**src/rtl/mc_control_fsm_pkg.sv**
```systemverilog
// Shared encodings for the multicycle main controller: state codes, opcodes,
// data-processing commands and datapath select values.
package ctrl_pkg;

    typedef logic [3:0] state_t;

    localparam state_t FETCH    = 4'd0;
    localparam state_t DECODE   = 4'd1;
    localparam state_t MEMADR   = 4'd2;
    localparam state_t MEMREAD  = 4'd3;
    localparam state_t MEMWB    = 4'd4;
    localparam state_t MEMWRITE = 4'd5;
    localparam state_t EXECUTER = 4'd6;
    localparam state_t EXECUTEI = 4'd7;
    localparam state_t ALUWB    = 4'd8;
    localparam state_t BRANCH   = 4'd9;

    localparam logic [1:0] OP_DP  = 2'b00;
    localparam logic [1:0] OP_MEM = 2'b01;
    localparam logic [1:0] OP_BR  = 2'b10;

    localparam logic [3:0] CMD_AND = 4'b0000;
    localparam logic [3:0] CMD_SUB = 4'b0010;
    localparam logic [3:0] CMD_ADD = 4'b0100;
    localparam logic [3:0] CMD_CMP = 4'b1010;
    localparam logic [3:0] CMD_ORR = 4'b1100;

    localparam logic [1:0] ALU_ADD = 2'b00;
    localparam logic [1:0] ALU_SUB = 2'b01;
    localparam logic [1:0] ALU_AND = 2'b10;
    localparam logic [1:0] ALU_ORR = 2'b11;

    localparam logic [1:0] RES_ALUOUT = 2'b00;
    localparam logic [1:0] RES_RDATA  = 2'b01;
    localparam logic [1:0] RES_ALU    = 2'b10;

    localparam logic [1:0] SRCB_REG  = 2'b00;
    localparam logic [1:0] SRCB_IMM  = 2'b01;
    localparam logic [1:0] SRCB_FOUR = 2'b10;

endpackage

```
**src/rtl/mc_control_fsm_if.sv**
```systemverilog
// Controller bundle: instruction fields in, datapath selects and write requests out.
// master is the controller, slave is the datapath/condition-logic side.
interface mc_control_fsm_if;

    logic [1:0] Op;
    logic [5:0] Funct;
    logic [3:0] Rd;
    logic       IRWrite;
    logic       NextPC;
    logic       AdrSrc;
    logic       ALUSrcA;
    logic [1:0] ALUSrcB;
    logic [1:0] ResultSrc;
    logic [1:0] ImmSrc;
    logic [1:0] RegSrc;
    logic [1:0] ALUControl;
    logic [1:0] FlagW;
    logic       PCS;
    logic       RegW;
    logic       MemW;
    logic [3:0] State;

    modport master (
        input  Op, Funct, Rd,
        output IRWrite, NextPC, AdrSrc, ALUSrcA, ALUSrcB, ResultSrc, ImmSrc, RegSrc,
               ALUControl, FlagW, PCS, RegW, MemW, State
    );

    modport slave (
        output Op, Funct, Rd,
        input  IRWrite, NextPC, AdrSrc, ALUSrcA, ALUSrcB, ResultSrc, ImmSrc, RegSrc,
               ALUControl, FlagW, PCS, RegW, MemW, State
    );

endinterface

```
**src/rtl/mc_control_fsm_alu_ctrl_dec.sv**
```systemverilog
// ALU decoder: maps the data-processing command and S bit to ALU control,
// flag-write requests and a register-write veto for compares/unsupported commands.
module alu_ctrl_dec
    import ctrl_pkg::*;
(
    input  logic       alu_op,
    input  logic [4:0] funct,
    output logic [1:0] alu_control,
    output logic [1:0] flag_w,
    output logic       no_write
);

    logic [1:0] ctl;
    logic       arith;
    logic       supported;
    logic       s_bit;

    // CMP is a flag-only SUB, so it forces S and never writes a register.
    always_comb begin
        ctl       = ALU_ADD;
        arith     = 1'b0;
        supported = 1'b1;
        s_bit     = funct[0];
        no_write  = 1'b0;
        case (funct[4:1])
            CMD_ADD: begin ctl = ALU_ADD; arith = 1'b1; end
            CMD_SUB: begin ctl = ALU_SUB; arith = 1'b1; end
            CMD_AND: ctl = ALU_AND;
            CMD_ORR: ctl = ALU_ORR;
            CMD_CMP: begin ctl = ALU_SUB; arith = 1'b1; s_bit = 1'b1; no_write = 1'b1; end
            default: begin supported = 1'b0; no_write = 1'b1; end
        endcase
        alu_control = alu_op ? ctl : ALU_ADD;
        flag_w      = (alu_op && supported) ? {s_bit, s_bit & arith} : 2'b00;
    end

endmodule

```
**src/rtl/mc_control_fsm.sv**
```systemverilog
// Multicycle main controller: Moore FSM stepping fetch/decode/execute/writeback and
// issuing unconditional write requests that condition logic later gates with CondEx.
module mc_control_fsm
    import ctrl_pkg::*;
#(
    parameter int STATE_W = 4
) (
    input  logic               clk,
    input  logic               reset,
    mc_control_fsm_if.master   bus
);

    logic [STATE_W-1:0] state;
    logic [STATE_W-1:0] next_state;
    logic               alu_op;
    logic [1:0]         alu_control;
    logic [1:0]         flag_w;
    logic               no_write;
    logic               irw_raw;
    logic               npc_raw;
    logic               regw_raw;
    logic               memw_raw;
    logic               branch_raw;

    alu_ctrl_dec u_alu_dec (
        .alu_op      (alu_op),
        .funct       (bus.Funct[4:0]),
        .alu_control (alu_control),
        .flag_w      (flag_w),
        .no_write    (no_write)
    );

    always_ff @(posedge clk or posedge reset) begin
        if (reset)
            state <= FETCH;
        else
            state <= next_state;
    end

    // Next-state and Moore output decode; strobes are raw here and masked by reset below.
    always_comb begin
        next_state    = FETCH;
        alu_op        = 1'b0;
        irw_raw       = 1'b0;
        npc_raw       = 1'b0;
        regw_raw      = 1'b0;
        memw_raw      = 1'b0;
        branch_raw    = 1'b0;
        bus.AdrSrc    = 1'b0;
        bus.ALUSrcA   = 1'b0;
        bus.ALUSrcB   = SRCB_REG;
        bus.ResultSrc = RES_ALUOUT;
        case (state)
            FETCH: begin
                irw_raw = 1'b1; npc_raw = 1'b1;
                bus.ALUSrcA = 1'b1; bus.ALUSrcB = SRCB_FOUR; bus.ResultSrc = RES_ALU;
                next_state = DECODE;
            end
            DECODE: begin
                bus.ALUSrcA = 1'b1; bus.ALUSrcB = SRCB_FOUR; bus.ResultSrc = RES_ALU;
                case (bus.Op)
                    OP_MEM:  next_state = MEMADR;
                    OP_DP:   next_state = bus.Funct[5] ? EXECUTEI : EXECUTER;
                    OP_BR:   next_state = BRANCH;
                    default: next_state = FETCH;
                endcase
            end
            MEMADR: begin
                bus.ALUSrcB = SRCB_IMM;
                next_state  = bus.Funct[0] ? MEMREAD : MEMWRITE;
            end
            MEMREAD: begin
                bus.AdrSrc = 1'b1;
                next_state = MEMWB;
            end
            MEMWB: begin
                bus.ResultSrc = RES_RDATA; regw_raw = 1'b1;
            end
            MEMWRITE: begin
                bus.AdrSrc = 1'b1; memw_raw = 1'b1;
            end
            EXECUTER: begin
                alu_op = 1'b1; next_state = ALUWB;
            end
            EXECUTEI: begin
                alu_op = 1'b1; bus.ALUSrcB = SRCB_IMM; next_state = ALUWB;
            end
            ALUWB: begin
                regw_raw = ~no_write;
            end
            BRANCH: begin
                bus.ALUSrcB = SRCB_IMM; bus.ResultSrc = RES_ALU; branch_raw = 1'b1;
            end
            default: next_state = FETCH;
        endcase
    end

    assign bus.IRWrite    = irw_raw & ~reset;
    assign bus.NextPC     = npc_raw & ~reset;
    assign bus.RegW       = regw_raw & ~reset;
    assign bus.MemW       = memw_raw & ~reset;
    assign bus.PCS        = ~reset & (branch_raw | (regw_raw & (bus.Rd == 4'hF)));
    assign bus.FlagW      = reset ? 2'b00 : flag_w;
    assign bus.ALUControl = alu_control;
    assign bus.ImmSrc     = bus.Op;
    assign bus.RegSrc     = {bus.Op == OP_MEM, bus.Op == OP_BR};
    assign bus.State      = state;

endmodule

```
**src/flat_wrapper.sv**
```systemverilog
// flat-port wrapper written by rule: the top's interface ports become plain ports
module mc_control_fsm_flat import ctrl_pkg::*;
#(
    parameter int STATE_W = 4
)
  (clk, reset, bus_Op, bus_Funct, bus_Rd, bus_IRWrite, bus_NextPC, bus_AdrSrc, bus_ALUSrcA, bus_ALUSrcB, bus_ResultSrc, bus_ImmSrc, bus_RegSrc, bus_ALUControl, bus_FlagW, bus_PCS, bus_RegW, bus_MemW, bus_State);
  mc_control_fsm_if bus_i ();
  input  logic clk;
  input  logic reset;
  input wire logic [$bits(bus_i.Op)-1:0] bus_Op;
  input wire logic [$bits(bus_i.Funct)-1:0] bus_Funct;
  input wire logic [$bits(bus_i.Rd)-1:0] bus_Rd;
  output wire logic [$bits(bus_i.IRWrite)-1:0] bus_IRWrite;
  output wire logic [$bits(bus_i.NextPC)-1:0] bus_NextPC;
  output wire logic [$bits(bus_i.AdrSrc)-1:0] bus_AdrSrc;
  output wire logic [$bits(bus_i.ALUSrcA)-1:0] bus_ALUSrcA;
  output wire logic [$bits(bus_i.ALUSrcB)-1:0] bus_ALUSrcB;
  output wire logic [$bits(bus_i.ResultSrc)-1:0] bus_ResultSrc;
  output wire logic [$bits(bus_i.ImmSrc)-1:0] bus_ImmSrc;
  output wire logic [$bits(bus_i.RegSrc)-1:0] bus_RegSrc;
  output wire logic [$bits(bus_i.ALUControl)-1:0] bus_ALUControl;
  output wire logic [$bits(bus_i.FlagW)-1:0] bus_FlagW;
  output wire logic [$bits(bus_i.PCS)-1:0] bus_PCS;
  output wire logic [$bits(bus_i.RegW)-1:0] bus_RegW;
  output wire logic [$bits(bus_i.MemW)-1:0] bus_MemW;
  output wire logic [$bits(bus_i.State)-1:0] bus_State;
  assign bus_i.Op = bus_Op;
  assign bus_i.Funct = bus_Funct;
  assign bus_i.Rd = bus_Rd;
  assign bus_IRWrite = bus_i.IRWrite;
  assign bus_NextPC = bus_i.NextPC;
  assign bus_AdrSrc = bus_i.AdrSrc;
  assign bus_ALUSrcA = bus_i.ALUSrcA;
  assign bus_ALUSrcB = bus_i.ALUSrcB;
  assign bus_ResultSrc = bus_i.ResultSrc;
  assign bus_ImmSrc = bus_i.ImmSrc;
  assign bus_RegSrc = bus_i.RegSrc;
  assign bus_ALUControl = bus_i.ALUControl;
  assign bus_FlagW = bus_i.FlagW;
  assign bus_PCS = bus_i.PCS;
  assign bus_RegW = bus_i.RegW;
  assign bus_MemW = bus_i.MemW;
  assign bus_State = bus_i.State;
  mc_control_fsm #(.STATE_W(STATE_W)) u_core (.clk(clk), .reset(reset), .bus(bus_i));
endmodule
```
**config.mk**
```make
export PLATFORM = sky130hd
export DESIGN_NAME = mc_control_fsm_flat
export DESIGN_NICKNAME = d
export VERILOG_FILES = /design/src/rtl/mc_control_fsm_pkg.sv /design/src/rtl/mc_control_fsm_if.sv /design/src/rtl/mc_control_fsm_alu_ctrl_dec.sv /design/src/rtl/mc_control_fsm.sv /design/src/flat_wrapper.sv
export SDC_FILE = /design/constraint.sdc
export NUM_CORES = 1
export LEC_CHECK = 0
export CELL_PAD_IN_SITES_DETAIL_PLACEMENT = 1
export CELL_PAD_IN_SITES_GLOBAL_PLACEMENT = 2
export CORE_MARGIN = 2
export CORE_UTILIZATION = 25
export DETAILED_ROUTE_END_ITERATION = 12
export DONT_BUFFER_PORTS = 1
export HOLD_SLACK_MARGIN = 0.08
export PLACE_DENSITY_LB_ADDON = 0.12
export RECOVER_POWER = 50
export SLEW_MARGIN = 15
export SYNTH_ARGS = -nofsm -noshare
export SYNTH_HDL_FRONTEND = slang
export SYNTH_SLANG_ARGS = --single-unit
```
**constraint.sdc**
```tcl
create_clock -name clk -period 1.16 [get_ports clk]
set_input_delay 0.232 -clock clk [delete_from_list [all_inputs] [get_ports clk]]
set_output_delay 0.232 -clock clk [all_outputs]
set_load 0.01 [all_outputs]
```
Word-level counts from Yosys, hierarchy flattened --
Cells that the tools add are included.
Storage, ports and cells: output and inout bits 23, flip-flop bits (word level) 4, word-level logic and storage cells 58
Cells by class: bitwise operators 8, reductions and logical operators 13, muxes and demuxes 20, eq/ne operators 16
Operators with widths (number):
- equality test 4 x 3 -> 1 bit (second input constant) | 5
- equality test 4 bit (second input constant) | 5
- one-hot mux 4 bit (5 select lines) | 1
- equality test 4 x 2 -> 1 bit (second input constant) | 3
- one-hot mux 4 bit (3 select lines) | 1
- 2-to-1 mux 1 bit | 10
- OR reduction 3 bit | 3
- zero test 4 bit | 2
- one-hot mux 2 bit (2 select lines) | 2
- OR reduction 2 bit | 4
- AND 1 bit | 6
- 2-to-1 mux 2 bit | 3
- one-hot mux 2 bit (3 select lines) | 1
- OR reduction 5 bit | 1
- equality test 4 x 1 -> 1 bit (second input constant) | 1
- OR reduction 4 bit | 1
- 2-to-1 mux 3 bit | 1
- equality test 2 x 1 -> 1 bit (second input constant) | 1
- equality test 2 bit (second input constant) | 1
- zero test 2 bit | 1
- one-hot mux 1 bit (2 select lines) | 1
- logical AND 1 bit | 1
- NOT 1 bit | 1
- bitwise OR 1 bit | 1

Longest topological paths before layout --
Gate-level depths: netlist of the first run.
depth in word-level cells 6, depth in mapped cells 4, depth with buffers taken out 3

Modules after synthesis --
From an unflattened synthesis of the first run, not the netlist that was laid out.
Second synthesis, totals: cells, all modules 66, area, all modules 467.9 µm²
By module, submodules not included:
- mc_control_fsm | seq. area each 100.1 µm², area an instance 369.1 µm², times used 1, cells each 49
- alu_ctrl_dec | seq. area each 0.0 µm², area an instance 98.8 µm², times used 1, cells each 17

Worst setup path after synthesis of the first run --
No wires, ideal clock.
kind flip-flop to output port, start point register u_core.state[3] (netlist: u_core.bus.State[3]), end point output port bus_NextPC, setup slack -0.475 ns, arrival time 1.403 ns, cell stages (with the launch flop) 4, required time 0.928 ns, cell sequence dfrtp_1 -> clkbuf_1 -> nor4b_1 -> buf_4
On the way: word-level cells in the longest chain between the ends 3
Ends and longest elaborated chain:
- start: declaration | RTL line mc_control_fsm.sv:13 | logic [STATE_W-1:0] state;
- start signal: assignment | RTL line mc_control_fsm.sv:37 | state <= next_state;
- zero test 4 bit
- 2-to-1 mux 1 bit
- AND 1 bit
- end: declaration | RTL line flat_wrapper.sv:14 | output wire logic [$bits(bus_i.NextPC)-1:0] bus_NextPC;
No other way between the ends.

Worst setup path in the final report of the first run --
start point register u_core.state[3] (netlist: u_core.bus.State[3]), end point output port bus_FlagW[0]
On the way: word-level cells in the longest chain between the ends 6, elaborated cells between the ends (all ways) 7, those cells by class eq/ne: 2; mux: 3; reduce/logical: 2
Ends and longest elaborated chain:
- equality test 4 x 3 -> 1 bit | RTL line mc_control_fsm.sv:53 | case (state)
- OR reduction 2 bit (no line) *
- 2-to-1 mux 1 bit * | RTL line mc_control_fsm.sv:53
- logical AND 1 bit * | RTL line mc_control_fsm_alu_ctrl_dec.sv:34 | flag_w = (alu_op && supported) ? {s_bit, s_bit & arith} : 2'b00;
- 2-to-1 mux 2 bit * | RTL line mc_control_fsm_alu_ctrl_dec.sv:34
- 2-to-1 mux 2 bit * | RTL line mc_control_fsm.sv:103 | assign bus.FlagW = reset ? 2'b00 : flag_w;
- end: declaration | RTL line flat_wrapper.sv:22 | output wire logic [$bits(bus_i.FlagW)-1:0] bus_FlagW;
Mark *: on every way between the ends. The rest lies on a longest branch, timed or not.

==> impl_metrics.tcl, run 1 <==
set metrics [dict create \
    worst_path_max_delay_cell "dfrtp_1" \
    drcViolationCount 0 \
    slew_headroom_pct 75.4 \
    first_pass_iters 4 \
    clk_pin_slew_worst_paths_ns 0.04 \
    regToRegSetupSlack_ns -0.12 \
    max_stage_delay_ns 0.37 \
    start_kind "flop" \
    via_per_inst 5.09 \
    root_buffer "clkbuf_4" \
    cts_tree "done" \
    grt-ovfl-total 0 \
    synth_area_um2 494 \
    r2r_start "u_core.bus.State[1]" \
    cp.buffers_inverters 1 \
    final_area_um2 948 \
    cts_buffer_depth 2 \
    cp.arrival_ns 1.38 \
    largest_reg_flops 4 \
    gr-usage-met1_pct 18.2 \
    drv_slew 0 \
    grt_first_pass_wirelength_um 2730 \
    async_flop_share_pct 100 \
    min_from "bus_Op[0]" \
    drt-initial-drc-count 9 \
    finalSetupViolations 17 \
    grt_max_degree 12 \
    grt_pass1_vias 559 \
    r2r_cells 6 \
    routedWlPerCell_um 15.5 \
    endpoint_kind "primary output" \
    rsz0062_at_grt "true" \
    clock_latency_ns 0.24 \
    cap_violations 0 \
    cts_made_buffers 3 \
    syn-num-nets 81 \
    ys_seq_area_share_pct 20.3 \
    grt_use_total_pct 15.0 \
    grtUsageMet2_pct 24.3 \
    synth_largest_area_cell "dfrtp_1" \
    busiest_layer "met2" \
    nNetsFinal 101 \
    crit_fanout 3 \
    synth_top_area_share_pct 20.3 \
    io_buffers 0 \
    synth-seq-cells 4 \
    hold_class "input port to flop" \
    ys_types 29 \
    hold_viol 0 \
    die_y_um 48.5 \
    leakage_nw 0.362 \
    antenna_left 0 \
    num_io_pins 37 \
    cp.required_ns 0.93 \
    r2r-end "u_core.bus.State[1]" \
    fp-row-count 16 \
    finalNonFillerCells 113 \
    fp.coreArea_um2 1920 \
    ys_top_cells_by_count "nor3_1, buf_4" \
    dpl_cell_area_um2 643 \
    status "complete, but fails checks" \
    via_count 575 \
    fin_crit_sh_pct 139 \
    synth.most_common_cell "nor3_1" \
    antenna_found_initial 0 \
    critPathKind "flop to primary output" \
    cp_top_family "simple AND/OR/NAND/NOR gates" \
    die_x_um 48.5 \
    diodes 0 \
    synth_edf_count 0 \
    gr-usage-met3_pct 4.63 \
    skew_ns 0.000138 \
    synth-main-ff-cell "dfrtp_1" \
    synth.avg_cell_area_um2 7.38 \
    crit_chain "and2b_2, nand3b_1, buf_6, nor3_4" \
    dp_hpwl_um 1130 \
    powerDensity_nw_per_um2 2720 \
    setup_ws_ns -0.447 \
    finalWirelength_um 1750 \
    globalplace.congestion 0.712 \
    dieArea_um2 2350 \
    violations "negative setup slack" \
    ys_warn_count 0 \
    synth_cells 67 \
    area_growth_pct 91.9 \
    initial_core_util_pct 25.7 \
    power.total_w 0.00258 \
    worst_pin_slew_ns 0.367 \
    cts.sinks 4 \
    synthTopCellsByArea "dfrtp_1, buf_4, nor3_1" \
    hold_depth 3 \
    hold_end "u_core.bus.State[0]" \
    drive_above_1_share_pct 67.4 \
    htree_num_levels 1 \
    dp_cells 101 \
    min_period_ns 1.61 \
    clock.fmax_mhz 622 \
    ir_drop_v 0.00104 \
]
## timing repair
action / CTS / global route
hold buffers: 1 / 0
setup buffers: 4 / 3
resized for setup: 28 / 17
endpoints found under the hold margin: 4 / 0
endpoints found under the setup margin: 19 / 19
pin swaps: 7 / 4
gates cloned: 1 / 1
## logic make-up after synthesis
logic type	synth area share (%)
buffers and inverters	12.7
DFF	20.3
AOI/OAI and AO/OA	19.2
and+or+nand+nor	42.5
xor gates and xnor gates	5.32
## layout by cell type (no fill, tap or decap), types with 2 or more instances in the layout
cell type,netlist,final
nand2b_1,4,3
buf_6,0,5
a21oi_2,0,2
nor2_4,0,2
nor3_2,1,3
nor3_1,6,2
nor3_4,0,2
nand3_1,3,2
buf_12,0,2
xnor2_1,2,2
nor3b_4,0,2
nand3b_1,3,3
o21ai_2,0,3
nor2b_1,4,3
inv_1,2,2
buf_4,5,14
dfrtp_2,0,3
clkbuf_4,0,3
## worst register-to-register path: stages, from the launching register on
cell,delay (ns)
dfrtp_2,0.45
buf_4,0.15
buf_6,0.10
buf_6,0.12
nor3b_2,0.18
a31oi_1,0.06
nor3_1,0.13
## how the worst max path moves through the flow
stage,start,to,slack [ns],cells after the start
6_report,u_core.bus.State[3],bus_FlagW[0],-0.45,4
3_5_place_dp,u_core.bus.State[3],bus_FlagW[1],-0.24,3
2_1_floorplan,u_core.bus.State[2],bus_NextPC,-0.18,3
3_3_place_gp,u_core.bus.State[3],bus_FlagW[1],-0.19,3
4_1_cts,u_core.bus.State[3],bus_FlagW[1],-0.45,3
5_1_grt,u_core.bus.State[3],bus_FlagW[0],-0.50,4
## per-stage QoR
stage	TNS (ns)	worst slack [ns]	util [%]	hold slack (ns)
global placement	-1.63	-0.194	33.5	0.0111
global route	-6.35	-0.502	49.3	0.160
floorplan	-1.22	-0.184	-	-0.00199
detailed placement	-1.77	-0.235	33.5	0.0109
CTS	-5.36	-0.448	45.0	0.199
finish	-5.38	-0.447	49.3	0.155
## routing by layer
layer / share of wire [%] / vias to the layer above
met5: 0 / -
met4: 1.7 / 0
met3: 7.0 / 4
met2: 53 / 25
met1: 38 / 271
li1: - / 275
## power by group
part | leakage (nW) | total, W | internal [W] | switching (W)
clock | 0.0150 | 0.000203 | 0.000130 | 0.0000728
combinational | 0.300 | 0.00204 | 0.00112 | 0.000920
sequential | 0.0478 | 0.000338 | 0.000217 | 0.000122
total | 0.362 | 0.00258 | 0.00147 | 0.00111
## area by class of cell
| cell class | instances | area [µm²] |
|---|---|---|
| clock buffers | 4 | 26.3 |
| well taps | 27 | 33.8 |
| repair buffers | 23 | 236 |
| inverters | 3 | 11.3 |
| flip-flops and latches | 4 | 104 |
| multi-input cells | 52 | 537 |
| fillers | 223 | 973 |
No activity file was read; power rests on OpenSTA's default activity.
==> run 2, diff against run 1 <==
--- a/config.mk
+++ b/config.mk
@@ -8,9 +8,8 @@
 export CELL_PAD_IN_SITES_DETAIL_PLACEMENT = 1
 export CELL_PAD_IN_SITES_GLOBAL_PLACEMENT = 2
 export CORE_MARGIN = 2
-export CORE_UTILIZATION = 25
+export CORE_UTILIZATION = 14
 export DETAILED_ROUTE_END_ITERATION = 12
-export DONT_BUFFER_PORTS = 1
 export HOLD_SLACK_MARGIN = 0.08
 export PLACE_DENSITY_LB_ADDON = 0.12
 export RECOVER_POWER = 50
==> impl_metrics.tcl, run 2 (synthesis results as in run 1) <==
set metrics [dict create \
    critical_path.endpoint "bus_FlagW[1]" \
    fin_crit_sh_pct 149 \
    dp_hpwl_um 1630 \
    initial_core_util_pct 14.7 \
    num_io_pins 37 \
    drive_above_1_share_pct 66.7 \
    die_x_um 63.4 \
    fillCellCount 430 \
    finalWirelength_um 2430 \
    grt_pass1_vias 830 \
    grt_use_total_pct 12.1 \
    cp.required_ns 0.93 \
    via_count 764 \
    worst_pin_slew_ns 0.277 \
    via_per_inst 4.15 \
    globalplace.congestion 0.718 \
    antenna_found_initial 0 \
    cts_buffer_depth 2 \
    nNetsFinal 153 \
    violations "negative setup slack" \
    setup_ws_ns -0.568 \
    dieArea_um2 4020 \
    powerDensity_nw_per_um2 2270 \
    crit_start "u_core.bus.State[3]" \
    dp_cells 163 \
    layout_common_cells "buf_4, buf_6, buf_2, dlygate4sd2_1, clkdlybuf4s50_1" \
    fp-row-count 21 \
    r2r-end "u_core.bus.State[1]" \
    clock_latency_ns 0.25 \
    routedWlPerCell_um 13.2 \
    drcViolationCount 0 \
    hold_class "input port to async pin" \
    final_common_cell "buf_4" \
    htree_num_levels 1 \
    root_buffer "clkbuf_4" \
    ir_drop_v 0.00117 \
    finalSetupViolations 23 \
    crit_fanout 3 \
    cts_made_buffers 3 \
    critPathKind "flop to primary output" \
    clock.fmax_mhz 579 \
    endpoint_kind "primary output" \
    cp.arrival_ns 1.50 \
    cap_violations 0 \
    clk_pin_slew_worst_paths_ns 0.04 \
    first_pass_iters 4 \
    finalNonFillerCells 184 \
    hold_viol 0 \
    skew_ns 0.00772 \
    utilization_pct 40.6 \
    area_growth_pct 176 \
    status "complete, but fails checks" \
    drv_slew 0 \
    grt_first_pass_wirelength_um 3930 \
    r2r_cells 6 \
    regToRegSetupSlack_ns -0.13 \
    ff_latch_area_um2 103 \
    die_y_um 63.4 \
    cts.sinks 4 \
    grt_max_degree 8 \
    rsz0062_at_grt "true" \
    antenna_left 0 \
    multiInputGateArea_um2 512 \
    diodes 0 \
    cts_tree "done" \
    drt-initial-drc-count 16 \
    slew_headroom_pct 81.6 \
    start_kind "flop" \
    hold_buffers 0 \
    fp.coreArea_um2 3360 \
    r2r_start "u_core.bus.State[1]" \
    largest_reg_flops 4 \
    io_buffers 36 \
    leakage_nw 0.616 \
    min_period_ns 1.73 \
    grt-ovfl-total 0 \
]
## run 2: worst min path at each step
stage / from / to / slack (ns) / cells past startpoint
6_report: reset / u_core.bus.State[2] / 0.51 / 3
5_1_grt: reset / u_core.bus.State[2] / 0.54 / 3
4_1_cts: reset / u_core.bus.State[2] / 0.37 / 3
3_5_place_dp: u_core.bus.State[3] / u_core.bus.State[3] / 0.59 / 2
3_3_place_gp: u_core.bus.State[3] / u_core.bus.State[3] / 0.57 / 2
2_1_floorplan: reset / u_core.bus.State[0] / -0.002 / 1
## run 2: stage by stage
| step | worst slack, ns | hold slack [ns] | instance area [µm²] | TNS [ns] | power, W |
|---|---|---|---|---|---|
| after global routing | -0.653 | 0.543 | 1370 | -9.70 | 0.00332 |
| after detailed placement | -1.02 | 0.585 | 1090 | -14.34 | 0.00219 |
| after CTS | -0.534 | 0.369 | 1280 | -7.52 | 0.00285 |
| after global placement | -1.01 | 0.572 | 1090 | -14.09 | 0.00218 |
| final | -0.568 | 0.511 | 1370 | -8.23 | 0.00311 |
| after floorplan | -0.184 | -0.00199 | 552 | -1.22 | 0.00115 |
## run 2: critical path, stage by stage (launching register included)
cell       delay [ns]
dfrtp_1          0.36
and2b_1          0.23
nand3b_1         0.15
buf_6            0.16
a2111oi_4        0.17
buf_2            0.18
## run 2: layout make-up
class	count	area share, %
tap	46	4.21
inverter	3	0.824
multi-input combinational	52	37.5
clock buffer	4	1.92
timing repair buffer	75	48.1
sequential	4	7.51
## run 2: power breakdown
part	switching, W	internal [W]	total, W
Sequential	0.0000747	0.000213	0.000288
Clock	0.0000691	0.000130	0.000199
Combinational	0.00111	0.00151	0.00262
## run 2: repair_timing
item / 4_1_cts / 5_1_grt
setup buffers: 14 / 5
resized for setup: 129 / 16
pin swaps: 8 / 4
cloned: 0 / 0
setup endpoints to repair: 26 / 23
## run 2: per-layer routing
metal	wire [µm]	track usage [%]	part of all wire [%]	vias up
li1	-	-	-	383
met1	1030	14.6	43	360
met2	1260	21.2	52	21
met3	136	4.82	5.6	0
met4	0	0.815	0	0
met5	0	0	0	-
